<file path="src/rtl/output_line_arbiter_if.sv">
// Byte-source handshake bundle: three request/byte pairs in, a one-hot ack pulse back.
// The master side is the boards (keyboard, wordboard, tweetboard); the slave side is the arbiter.
interface output_line_arbiter_if;
    logic [2:0] req;
    logic [7:0] data0;
    logic [7:0] data1;
    logic [7:0] data2;
    logic [2:0] ack;

    modport master (
        output req,
        output data0,
        output data1,
        output data2,
        input  ack
    );

    modport slave (
        input  req,
        input  data0,
        input  data1,
        input  data2,
        output ack
    );
endinterface

</file>
<file path="src/rtl/output_line_arbiter.sv">
// Round-robin grant of three byte sources onto one UART-style serial line; ack is the grant cycle, start bit follows it.
// Build option PARITY_EN inserts an even-parity bit between data and stop (frame 11 bits instead of 10).
module output_line_arbiter #(
    parameter int BIT_TICKS  = 868,
    parameter bit IDLE_LEVEL = 1'b1
) (
    input  logic                  sysclk,
    input  logic                  reset,
    output_line_arbiter_if.slave  src,
    input  logic                  lock,
    input  logic [1:0]            lock_sel,
    output logic                  out_line,
    output logic                  busy,
    output logic [3:0]            LEDs
);

    localparam int TW = (BIT_TICKS > 1) ? $clog2(BIT_TICKS) : 1;
    localparam logic [TW-1:0] TICK_LAST = TW'(BIT_TICKS - 1);
    localparam logic [TW-1:0] TICK_ONE  = TW'(1);

    typedef enum logic [2:0] {
        ST_IDLE   = 3'd0,
        ST_START  = 3'd1,
        ST_DATA   = 3'd2,
`ifdef PARITY_EN
        ST_PARITY = 3'd3,
`endif
        ST_STOP   = 3'd4
    } state_t;

    state_t          state_q, state_d;
    logic [TW-1:0]   tick_q, tick_d;
    logic [2:0]      bit_q, bit_d;
    logic [7:0]      byte_q, byte_d;
    logic [1:0]      grant_q, grant_d;
    logic            line_q, line_d;
    logic            busy_q, busy_d;
    logic [3:0]      led_q, led_d;

    logic [2:0]      eligible;
    logic [2:0]      cand;
    logic [1:0]      rr1, rr2;
    logic            win_vld;
    logic [1:0]      win_idx;
    logic            tick_last;
    logic [2:0]      ack_c;

    function automatic logic [2:0] onehot3(input logic [1:0] idx);
        logic [2:0] oh;
        case (idx)
            2'd0:    oh = 3'b001;
            2'd1:    oh = 3'b010;
            2'd2:    oh = 3'b100;
            default: oh = 3'b000;
        endcase
        return oh;
    endfunction

    function automatic logic [1:0] rr_next(input logic [1:0] idx);
        logic [1:0] n;
        case (idx)
            2'd0:    n = 2'd1;
            2'd1:    n = 2'd2;
            default: n = 2'd0;
        endcase
        return n;
    endfunction

    // Search order after the last grant: +1, +2, then the last grantee itself.
    always_comb begin
        eligible = lock ? onehot3(lock_sel) : 3'b111;
        cand     = src.req & eligible;
        rr1      = rr_next(grant_q);
        rr2      = rr_next(rr1);
        win_vld  = 1'b0;
        win_idx  = grant_q;
        if (cand[rr1]) begin
            win_vld = 1'b1;
            win_idx = rr1;
        end else if (cand[rr2]) begin
            win_vld = 1'b1;
            win_idx = rr2;
        end else if (cand[grant_q]) begin
            win_vld = 1'b1;
            win_idx = grant_q;
        end
    end

    always_comb begin
        state_d   = state_q;
        tick_d    = tick_q;
        bit_d     = bit_q;
        byte_d    = byte_q;
        grant_d   = grant_q;
        ack_c     = 3'b000;
        tick_last = (tick_q == TICK_LAST);

        if (state_q != ST_IDLE) begin
            tick_d = tick_last ? '0 : tick_q + TICK_ONE;
        end

        case (state_q)
            ST_IDLE: begin
                if (win_vld) begin
                    case (win_idx)
                        2'd0:    byte_d = src.data0;
                        2'd1:    byte_d = src.data1;
                        default: byte_d = src.data2;
                    endcase
                    grant_d = win_idx;
                    ack_c   = reset ? 3'b000 : onehot3(win_idx);
                    tick_d  = '0;
                    bit_d   = 3'd0;
                    state_d = ST_START;
                end
            end
            ST_START: begin
                if (tick_last) begin
                    bit_d   = 3'd0;
                    state_d = ST_DATA;
                end
            end
            ST_DATA: begin
                if (tick_last) begin
                    if (bit_q == 3'd7) begin
`ifdef PARITY_EN
                        state_d = ST_PARITY;
`else
                        state_d = ST_STOP;
`endif
                    end else begin
                        bit_d = bit_q + 3'd1;
                    end
                end
            end
`ifdef PARITY_EN
            ST_PARITY: begin
                if (tick_last) begin
                    state_d = ST_STOP;
                end
            end
`endif
            ST_STOP: begin
                if (tick_last) begin
                    state_d = ST_IDLE;
                end
            end
            default: begin
                state_d = ST_IDLE;
                tick_d  = '0;
            end
        endcase
    end

    // Outputs are registered from the next state so the line changes exactly on bit boundaries.
    always_comb begin
        line_d = IDLE_LEVEL;
        case (state_d)
            ST_START:  line_d = ~IDLE_LEVEL;
            ST_DATA:   line_d = byte_d[bit_d];
`ifdef PARITY_EN
            ST_PARITY: line_d = ^byte_d;
`endif
            default:   line_d = IDLE_LEVEL;
        endcase
        busy_d = (state_d != ST_IDLE);
        led_d  = {lock, busy_d ? onehot3(grant_d) : 3'b000};
    end

    always_ff @(posedge sysclk) begin
        if (reset) begin
            state_q <= ST_IDLE;
            tick_q  <= '0;
            bit_q   <= 3'd0;
            byte_q  <= 8'h00;
            grant_q <= 2'd2;
            line_q  <= IDLE_LEVEL;
            busy_q  <= 1'b0;
            led_q   <= 4'b0000;
        end else begin
            state_q <= state_d;
            tick_q  <= tick_d;
            bit_q   <= bit_d;
            byte_q  <= byte_d;
            grant_q <= grant_d;
            line_q  <= line_d;
            busy_q  <= busy_d;
            led_q   <= led_d;
        end
    end

    assign src.ack  = ack_c;
    assign out_line = line_q;
    assign busy     = busy_q;
    assign LEDs     = led_q;

endmodule

</file>
<file path="src/flat_wrapper.sv">
// flat-port wrapper written by rule: the top's interface ports become plain ports
module output_line_arbiter_flat 
#(
    parameter int BIT_TICKS  = 868,
    parameter bit IDLE_LEVEL = 1'b1
)
  (sysclk, reset, lock, lock_sel, out_line, busy, LEDs, src_req, src_data0, src_data1, src_data2, src_ack);
  output_line_arbiter_if src_i ();
  input  logic sysclk;
  input  logic reset;
  input  logic lock;
  input  logic [1:0] lock_sel;
  output logic out_line;
  output logic busy;
  output logic [3:0] LEDs;
  input wire logic [$bits(src_i.req)-1:0] src_req;
  input wire logic [$bits(src_i.data0)-1:0] src_data0;
  input wire logic [$bits(src_i.data1)-1:0] src_data1;
  input wire logic [$bits(src_i.data2)-1:0] src_data2;
  output wire logic [$bits(src_i.ack)-1:0] src_ack;
  assign src_i.req = src_req;
  assign src_i.data0 = src_data0;
  assign src_i.data1 = src_data1;
  assign src_i.data2 = src_data2;
  assign src_ack = src_i.ack;
  output_line_arbiter #(.BIT_TICKS(BIT_TICKS), .IDLE_LEVEL(IDLE_LEVEL)) u_core (.sysclk(sysclk), .reset(reset), .src(src_i), .lock(lock), .lock_sel(lock_sel), .out_line(out_line), .busy(busy), .LEDs(LEDs));
endmodule
</file>
<file path="config.mk">
export PLATFORM = sky130hd
export DESIGN_NAME = output_line_arbiter_flat
export DESIGN_NICKNAME = d
export VERILOG_FILES = /design/src/rtl/output_line_arbiter_if.sv /design/src/rtl/output_line_arbiter.sv /design/src/flat_wrapper.sv
export SDC_FILE = /design/constraint.sdc
export NUM_CORES = 1
export LEC_CHECK = 0
export BUFFER_PORTS_ARGS = -buffer_cell sky130_fd_sc_hd__buf_2
export CORE_MARGIN = 2
export CORE_UTILIZATION = 40
export CTS_BUF_LIST = sky130_fd_sc_hd__clkbuf_2 sky130_fd_sc_hd__clkbuf_4 sky130_fd_sc_hd__clkbuf_8
export CTS_CLUSTER_DIAMETER = 80
export CTS_CLUSTER_SIZE = 28
export DETAILED_ROUTE_END_ITERATION = 16
export PLACE_DENSITY = 0.73
export SYNTH_ARGS = -nofsm -noshare
export SYNTH_HDL_FRONTEND = slang
export SYNTH_SLANG_ARGS = --single-unit
export TNS_END_PERCENT = 20
</file>
<file path="constraint.sdc">
create_clock -name sysclk -period 2.9 [get_ports sysclk]
set_input_delay 0.29 -clock sysclk [delete_from_list [all_inputs] [get_ports sysclk]]
set_output_delay 0.29 -clock sysclk [all_outputs]
set_load 0.02 [all_outputs]
</file>
==> metrics, run 1 <==
Bufs on Longest Clock Path 2; total of fill cells in the finished design roughly 470; largest area contributor in the netlist dfxtp_1; Slew headroom between 50% and 60%; Post-Layout Cell Count around 310; clk_skew roughly 8.4 ps; Die Area 5420 um^2; Worst EP arrival ~2900 ps; GPL Wtd Cong between 0.8 and 0.9; post-synthesis sequential area ratio between 30 and 40%; drt drc 0; Post-Syn Area 1940 um^2; largest net degree at the start of global routing 24; Peak VDD IR between 150 and 200 uV; largest cells by area after synthesis dfxtp_1, nor2_1, nand2_1; P per Cell Area slightly below 500 nW/um^2; Seq cells post-synth 32; pre-CTS WS 157 ps; global-route usage over all layers about 17%; ys async rst share 0%; nets@finish slightly below 300; Post-CTS Setup Bufs 0; number of synthesized flops with an enable pin 0; final worst slack about 210 ps; Crit path required time slightly above 3000 ps; Pleak 0.991 nW; root buf cell clkbuf_8; Fin. Hold Viols 0; Sequential Power Share ~44%; internal power 769 uW; Max Clk Rate 0.372 GHz; CTS tree yes; Clock Pin Slew Worst Setup and Hold Paths approximately 70 ps; Synth Area per Inst between 8 and 9 um^2; Hold Crit Class primary input to register; Max Slew Vio Count 0; top-count cell post-synth dfxtp_1; starting density of the core 41.4%; share of the synthesized area in the top cell type between 30% and 40%; status completed; violation count after the first detailed-routing iteration 80; Final setup viols 0; Die H approximately 74 um; Placed Area ~2100 um^2; storage element area around 640 um^2; max-cap violation count 0; TritonCTS Buffers 5; number of global-route vias before repair 1571; Syn Inst Count roughly 220; period utilisation layout just over 90%; Comb pwr share between 20% and 30%; DR vias about 1800; crit path max fanout 7; switching power 316 uW; clock share of power between 30% and 40%; Post-Syn Nets 257; Total Wirelength 4450 um; Syn. warnings 0; hold slack around 240 ps; kind of end point of the critical path register; synth-to-layout area growth 15.2%; vias per std cell 5.60; H-tree Lvls 2; setup TNS 0 ps; Cells after DPL about 310; Inserted Diodes 0; post-DP HPWL roughly 3200 um; Worst setup SP type register; Die W around 74 um; Detailed Routing Iterations Pass 1 4; clock sink count 32; Ports 41; Worst R2R Path Depth 8; Sw Ratio slightly below 30%; Netlist cell types 66; share of post-route cells with drive strength above 1 30.0%; worst-margin pin slew about 750 ps; Worst-Skew Late Latency around 300 ps; Design Area, Final 2240 um^2; Hold Path Depth 3; unrepaired setup endpoints after global routing no; final global-route overflow total 0; Final min period about 2700 ps; area occupied by multi-input gates between 1000 and 1500 um^2; antenna violations before repair 0; Synth top cells by count dfxtp_1, nor2_1, nand2_1, o21ai_0, a21oi_1; Avg WL per Cell between 10 and 15 um; Core Footprint roughly 4700 um^2; first-pass GRT wire length 7120 um; Cell Rows 25; PortBufs 40; top_reg_cell synth dfxtp_1; Crit Path Class register to register; Final ANT Viol Nets 0
-- worst max-delay path, stage by stage, from the launching register on --
cell and delay [ps]:
dfxtp_1 400, ha_1 210, nor3b_2 210, nand4_2 180, or2_1 300, a21o_1 220, a211oi_4 340, mux2_2 380
a221o_1 310
-- what timing repair did --
| action | in CTS | in global routing |
|---|---|---|
| gates resized for setup | 0 | 1 |
| setup endpoints to repair | 0 | 1 |
| hold buffers | 0 | 0 |
-- power by group through the flow --
stage	clock (mW)	sequential (mW)	combinational, mW
final	0.372	0.480	0.233
after global routing	0.401	0.483	0.257
after CTS	0.385	0.480	0.232
after detailed placement	0	0.489	0.231
after global placement	0	0.489	0.227
after floorplan	0	0.490	0.173
-- routing by layer --
layer / wire (um) / global-route usage (%)
met1: 2010 / 21.3
met2: 2210 / 27.3
met3: 152 / 3.43
met4: 81 / 10.3
met5: 0 / 0
-- final cells by class --
type / count / share of cell area [%]
flip-flops and latches: 32 / 28.7
inverters: 2 / 0.336
well taps: 54 / 3.02
clock inverters: 1 / 0.336
multi-input cells: 176 / 54.0
repair buffers: 42 / 9.63
clock buffers: 7 / 4.03
-- worst paths after layout --
check	end	slack, ps	start
setup / recovery	u_core.out_line$_SDFF_PP1_	210	u_core.tick_q[0]$_SDFF_PP0_
hold / removal	u_core.byte_q[7]$_SDFF_PP0_	240	src_data2[7]
setup reg to reg	u_core.out_line$_SDFF_PP1_	210	u_core.tick_q[0]$_SDFF_PP0_
hold reg to reg	u_core.tick_q[1]$_SDFF_PP0_	490	u_core.tick_q[1]$_SDFF_PP0_
-- logic make-up (layout without fill, tap and decap cells) --
| logic type | Yosys count | after routing | synth area share, % |
|---|---|---|---|
| multiplexers | 6 | 6 | 3.16 |
| XOR/XNOR | 9 | 9 | 4.06 |
| AO/OA/AOI/OAI | 70 | 70 | 28.9 |
| AND/OR/NAND/NOR | 89 | 89 | 24.4 |
| flip-flops | 32 | 32 | 33.0 |
| adder cells (fa/ha/maj) | 2 | 2 | 1.29 |
| buffers and inverters | 15 | 52 | 5.16 |
-- flip-flops by register name, summed over array words and instances (netlist names) --
name,flops
u_core.grant_q,2
u_core.out_line,1
u_core.byte_q,8
u_core.bit_q,3
u_core.busy,1
u_core.LEDs,4
u_core.state_q,3
u_core.tick_q,10
-- per-stage QoR --
step	total power, mW	utilization, %
3_5_place_dp	0.720	45.4
6_report	1.09	47.7
2_1_floorplan	0.663	-
5_1_grt	1.14	47.7
4_1_cts	1.10	47.5
3_3_place_gp	0.716	45.4
-- cells in the final DEF, fill, tap and decap left out, drive strengths merged, types with 3 or more instances in the layout --
cell type	count
and2b	3
mux2i	5
a21oi	10
o21ai	14
nand2b	6
clkbuf	7
nor2	30
nor3b	3
nand3	4
a221o	3
xor2	8
a222oi	3
a22o	4
dfxtp	32
nand2	20
buf	42
or2	3
a21o	5
o211ai	3
and3	5
Note: power is estimated with default switching activity, not from simulation.
==> run 2, diff against run 1 <==
- CORE_ASPECT_RATIO: not set -> 1.25
- CORE_MARGIN: 2 -> not set
==> run 2 against run 1 <==
Effect of this change: largest cell class unchanged; via count grew 0.28%; first-iteration DRC count grew 34%; final area grew 0.90%; combinational power is essentially flat; highest routed layer unchanged; clock power shrank 5%; global-route usage grew 1.1 points; hold slack gained 30 ps; critical path depth grew 1; power shrank 1.5%; register-to-register slack is essentially flat; die area shrank 5.3%; routed wire length shrank 0.88%.
==> metrics, run 2 (synthesis gave the netlist of run 1 again) <==
Inserted Diodes 0 (unchanged); Final setup viols 0 (unchanged); Hold Crit Class primary input to register; met1 usage 21.3% (-0.059 points); Power, Total 1.07 mW (-1.5%); global-route usage over all layers 18.3% (+1.1 points); storage element area 641 um^2 (unchanged); Top reg by flops u_core.tick_q; DR vias 1764 (+0.28%); starting density of the core 42.9% (+1.5 points); worst-margin pin slew 649 ps (-99.0 ps); largest net degree at the start of global routing 24 (unchanged); PortBufs 40 (unchanged); TritonCTS Buffers 5 (unchanged); total of fill cells in the finished design 444 (-4.7%); violation count after the first detailed-routing iteration 107 (+34%); Avg WL per Cell 13.8 um (-2.4%); Core Footprint 4530 um^2 (-3.5%); Worst R2R Start u_core.tick_q[0]$_SDFF_PP0_; GPL Wtd Cong 0.864 (-1.7%); Cell Rows 27 (+8.0%); Fin. Hold Viols 0 (unchanged); first-pass GRT wire length 7420 um (+4.2%); Pleak 1.01 nW (+1.8%); R2R Setup Slk 210 ps (about the same); Clock Pin Slew Worst Setup and Hold Paths 60 ps (about the same); number of global-route vias before repair 1662 (+5.8%); final global-route overflow total 0 (unchanged); busiest grt layer met2; H-tree Lvls 2 (unchanged); Final min period 2690 ps (+1.99 ps); Hold Path Depth 3 (unchanged); crit path max fanout 7 (unchanged); Total Wirelength 4410 um (-0.88%); kind of end point of the critical path register; drt drc 0 (unchanged); Post-Layout Cell Count 319 (+1.6%); # resized after CTS 0 (unchanged); Cells after DPL 311 (+1.6%); worst flop-to-flop path endpoint u_core.out_line$_SDFF_PP1_; Crit path required time 3060 ps (-20 ps); Die Area 5140 um^2 (-5.3%); grt met3 use 4.86% (+1.4 points); root buf cell clkbuf_8; Slew headroom 56.7% (+6.7 points); share of post-route cells with drive strength above 1 30.7% (+0.65 points); Worst EP arrival 2850 ps (-20 ps); area occupied by multi-input gates 1210 um^2 (+0.62%); Detailed Routing Iterations Pass 1 4 (unchanged); Post-CTS Setup Bufs 0 (unchanged); Finished Core Util 49.8% (+2.2 points); clk_skew 3.28 ps (-5.11 ps); period utilisation layout 92.9% (about the same); Ports 41 (unchanged); status completed; met2 Use GR 31.5% (+4.2 points); Bufs on Longest Clock Path 2 (unchanged); hold slack 271 ps (+30.1 ps); post-DP HPWL 3310 um (+2.3%); Worst-Skew Late Latency 270 ps (-30 ps); WHS Endpoint u_core.byte_q[7]$_SDFF_PP0_; number of flip-flops in the largest register 10 (unchanged); Final ANT Viol Nets 0 (unchanged); Die W 64.3 um (-13%); CTS tree yes; Crit Path Class register to register; HP Start src_data2[7]; P per Cell Area 474 nW/um^2 (-2.4%); nets@finish 294 (+0.34%); synth-to-layout area growth 16.2%; Max Clk Rate 0.371 GHz (about the same); max-cap violation count 0 (unchanged); Die H 79.9 um (+8.5%); Worst R2R Path Depth 9 (+1); most frequent cells in the layout buf_2, dfxtp_1, nor2_1; vias per std cell 5.53 (-1.3%); clock sink count 32 (unchanged); commonest non-fill, non-tap cell in the layout buf_2; # hold bufs at CTS 0 (unchanged); Max Slew Vio Count 0 (unchanged); antenna violations before repair 0 (unchanged); Peak VDD IR 260 uV (+62%); setup TNS 0 ps (unchanged); Worst setup SP type register
-- run 2: final cells by class --
| cell class | instances | share of cell area (%) |
|---|---|---|
| flip-flops and latches | 32 | 28.4 |
| inverters | 2 | 0.333 |
| well taps | 58 | 3.22 |
| clock buffers | 8 | 4.33 |
| multi-input cells | 176 | 53.9 |
| repair buffers | 43 | 9.87 |
-- run 2: routing by layer --
layer	up-vias	share of wire [%]
met5	-	0
met4	0	2.0
met3	10	4.4
met2	41	51
met1	819	43
li1	894	-
-- run 2: report_power, final --
part	leakage (nW)	switching, mW	internal [mW]
registers	0.262	0.0174	0.465
logic	0.695	0.129	0.102
clock network	0.0523	0.143	0.212
total	1.01	0.290	0.779
-- run 2: worst max-delay path by stage --
stage | end | cells after the start | startpoint | slack [ps]
CTS | u_core.out_line$_SDFF_PP1_ | 9 | u_core.tick_q[0]$_SDFF_PP0_ | 140
floorplan | u_core.out_line$_SDFF_PP1_ | 8 | u_core.tick_q[0]$_SDFF_PP0_ | 390
global route | u_core.out_line$_SDFF_PP1_ | 9 | u_core.tick_q[0]$_SDFF_PP0_ | -9
detailed placement | u_core.out_line$_SDFF_PP1_ | 8 | u_core.tick_q[0]$_SDFF_PP0_ | 170
global placement | u_core.out_line$_SDFF_PP1_ | 8 | u_core.tick_q[0]$_SDFF_PP0_ | 260
finish | u_core.out_line$_SDFF_PP1_ | 9 | u_core.tick_q[0]$_SDFF_PP0_ | 210
-- run 2: critical path, cell delays in order, from the launching register on --
cell and delay (ps):
dfxtp_1 400, ha_1 190, nor3b_2 200, nand4_2 210, or2_1 290, a21o_1 220, a211oi_4 340, nor2_1 100
a311o_1 300, a221o_1 330
-- run 2: stage by stage --
stage	worst slack (ps)	instance area, um^2
global placement	259	2140
finish	207	2260
global route	-9.37	2260
floorplan	386	1940
CTS	143	2240
detailed placement	175	2140
==> run 3, diff against run 2 <==
- PLACE_DENSITY: 0.73 -> 0.75
- clock period: 2.9 -> 2.18 ns (I/O delays scaled with it)
==> run 3 against run 2 <==
Effect of this change: the run now ends with setup timing left; count of clock-buffer cells in the layout is 3 lower; hold slack worse by 75 ps; global-route usage is 2.6 points higher; flip-flop and latch count stayed put; non-clock buffer count is 46 higher; clock skew is 4.5 ps higher; critical endpoint unchanged; largest cell class unchanged; largest power group unchanged.
==> metrics, run 3 (synthesis gave the netlist of run 1 again) <==
crit path max fanout 6 (-1); Placed Area 2510 um^2 (+17%); Slew headroom 58.4% (+1.7 points); PortBufs 40 (unchanged); CTS tree yes; largest net degree at the start of global routing 24 (unchanged); status finished with violations; Die H 79.9 um (unchanged); most frequent cells in the layout buf_4, buf_2, nor2_1, dfxtp_1, nand2_1; Worst EP arrival 2640 ps (-210 ps); busiest grt layer met2; worst flop-to-flop path endpoint u_core.out_line$_SDFF_PP1_; starting density of the core 42.9% (unchanged); Clock Pin Slew Worst Setup and Hold Paths 70 ps (about the same); TritonCTS Buffers 5 (unchanged); area occupied by multi-input gates 1250 um^2 (+3.0%); Crit Path Class register to register; R2R Setup Slk -280 ps (-490 ps); Max Clk Rate 0.406 GHz (+9.4%); Final ANT Viol Nets 0 (unchanged); number of flip-flops in the largest register 10 (unchanged); Top reg by flops u_core.tick_q; Inserted Diodes 0 (unchanged); worst-margin pin slew 619 ps (-30.4 ps); GPL Wtd Cong 0.842 (-2.5%); share of post-route cells with drive strength above 1 42.3% (+12 points); unrepaired setup endpoints after global routing yes; total of fill cells in the finished design 418 (-5.9%); Avg WL per Cell 13.8 um (-0.42%); pre-CTS WS -286 ps (-461 ps); first-pass GRT wire length 8280 um (+12%); hold slack 196 ps (-75.0 ps); nets@finish 340 (+16%); grt met3 use 5.14% (+0.29 points); Peak VDD IR 366 uV (+41%); Max Slew Vio Count 0 (unchanged); Cell Rows 27 (unchanged); DR vias 1985 (+13%); clock sink count 32 (unchanged); Total Wirelength 5030 um (+14%); post-DP HPWL 3790 um (+15%); HP Start src_data2[7]; WHS Endpoint u_core.byte_q[7]$_SDFF_PP0_; drt drc 0 (unchanged); failing checks setup timing; met1 usage 22.2% (+0.96 points); # hold bufs at CTS 0 (unchanged); antenna violations before repair 0 (unchanged); met2 Use GR 36.5% (+5.1 points); Design Area, Final 2670 um^2 (+18%); Core Footprint 4530 um^2 (unchanged); Die W 64.3 um (unchanged); final worst slack -281 ps (-488 ps); max-cap violation count 0 (unchanged); Worst Setup SP u_core.tick_q[1]$_SDFF_PP0_; violation count after the first detailed-routing iteration 94 (-12%); H-tree Lvls 2 (unchanged); final global-route overflow total 0 (unchanged); clk_skew 7.76 ps (+4.49 ps); Final min period 2460 ps (-232 ps); Bufs on Longest Clock Path 2 (unchanged); Detailed Routing Iterations Pass 1 4 (unchanged); period utilisation layout 113% (+20 points); Worst R2R Start u_core.tick_q[1]$_SDFF_PP0_; Final setup viols 2 (+2); Pleak 1.24 nW (+23%); global-route usage over all layers 20.8% (+2.6 points); Ports 41 (unchanged); Fin. Hold Viols 0 (unchanged); Worst setup SP type register; P per Cell Area 602 nW/um^2 (+27%); synth-to-layout area growth 37.5%; Hold Crit Class primary input to register; number of global-route vias before repair 2015 (+21%); Crit path required time 2360 ps (-700 ps); vias per std cell 5.44 (-1.7%); root buf cell clkbuf_8; Hold Path Depth 3 (unchanged); Worst R2R Path Depth 9 (unchanged); Die Area 5140 um^2 (unchanged); kind of end point of the critical path register; commonest non-fill, non-tap cell in the layout buf_4; storage element area 643 um^2 (+0.39%); Worst-Skew Late Latency 290 ps (+20 ps)
==> run 3: cell types whose count changed in the layout (fill, tap and decap cells not counted), sizes merged <==
cell,change
buf,+46
bufinv,+1
clkbuf,-3
clkinv,+1
clkinvlp,+1
==> run 3: repair_timing <==
action,4_1_cts,5_1_grt
pin swaps,2,2
endpoints found under the setup margin,3,2
resized for setup,3,1
setup buffers,3,0
endpoints found under the hold margin,0,0
==> run 3: layout make-up <==
cell class | instances | share of cell area [%]
multi-input cells | 176 | 46.9
flip-flops and latches | 32 | 24.1
repair buffers | 89 | 21.8
well taps | 58 | 2.72
clock buffers | 5 | 2.58
clock inverters | 3 | 1.59
inverters | 2 | 0.281
==> run 3: stage by stage <==
step	TNS [ps]	utilization [%]	std cells	total power, mW
after floorplan	-153	-	223	0.888
after global placement	-268	55.5	354	1.03
after detailed placement	-286	55.5	354	1.03
after CTS	-366	58.8	365	1.62
after global routing	-540	59.0	365	1.68
final	-342	59.0	365	1.61
==> run 3: power by group <==
group | internal [mW] | switching, mW | total (mW) | leakage [nW]
clock network | 0.338 | 0.235 | 0.573 | 0.0541
registers | 0.619 | 0.0131 | 0.632 | 0.262
logic | 0.197 | 0.205 | 0.401 | 0.927
total | 1.15 | 0.452 | 1.61 | 1.24
==> run 3: worst max-delay path by stage <==
stage,to,slack [ps],depth (start not counted)
3_3_place_gp,u_core.out_line$_SDFF_PP1_,-270,9
5_1_grt,u_core.out_line$_SDFF_PP1_,-380,9
4_1_cts,u_core.out_line$_SDFF_PP1_,-300,9
3_5_place_dp,u_core.out_line$_SDFF_PP1_,-290,9
6_report,u_core.out_line$_SDFF_PP1_,-280,9
2_1_floorplan,u_core.out_line$_SDFF_PP1_,-150,10
==> run 3: critical path, stage by stage (launching register included) <==
cell	delay, ps
dfxtp_2	360
ha_4	140
nor3b_4	200
nand4_2	150
or2_1	260
a21o_1	220
a211oi_4	360
nor2_1	90
a311o_1	280
a221o_1	300
==> run 3: routing by layer <==
layer | vias to the layer above | wire length, um | part of all wire (%)
li1 | 983 | - | -
met1 | 932 | 2200 | 44
met2 | 52 | 2450 | 49
met3 | 18 | 193 | 3.8
met4 | 0 | 182 | 3.6
met5 | - | 0 | 0
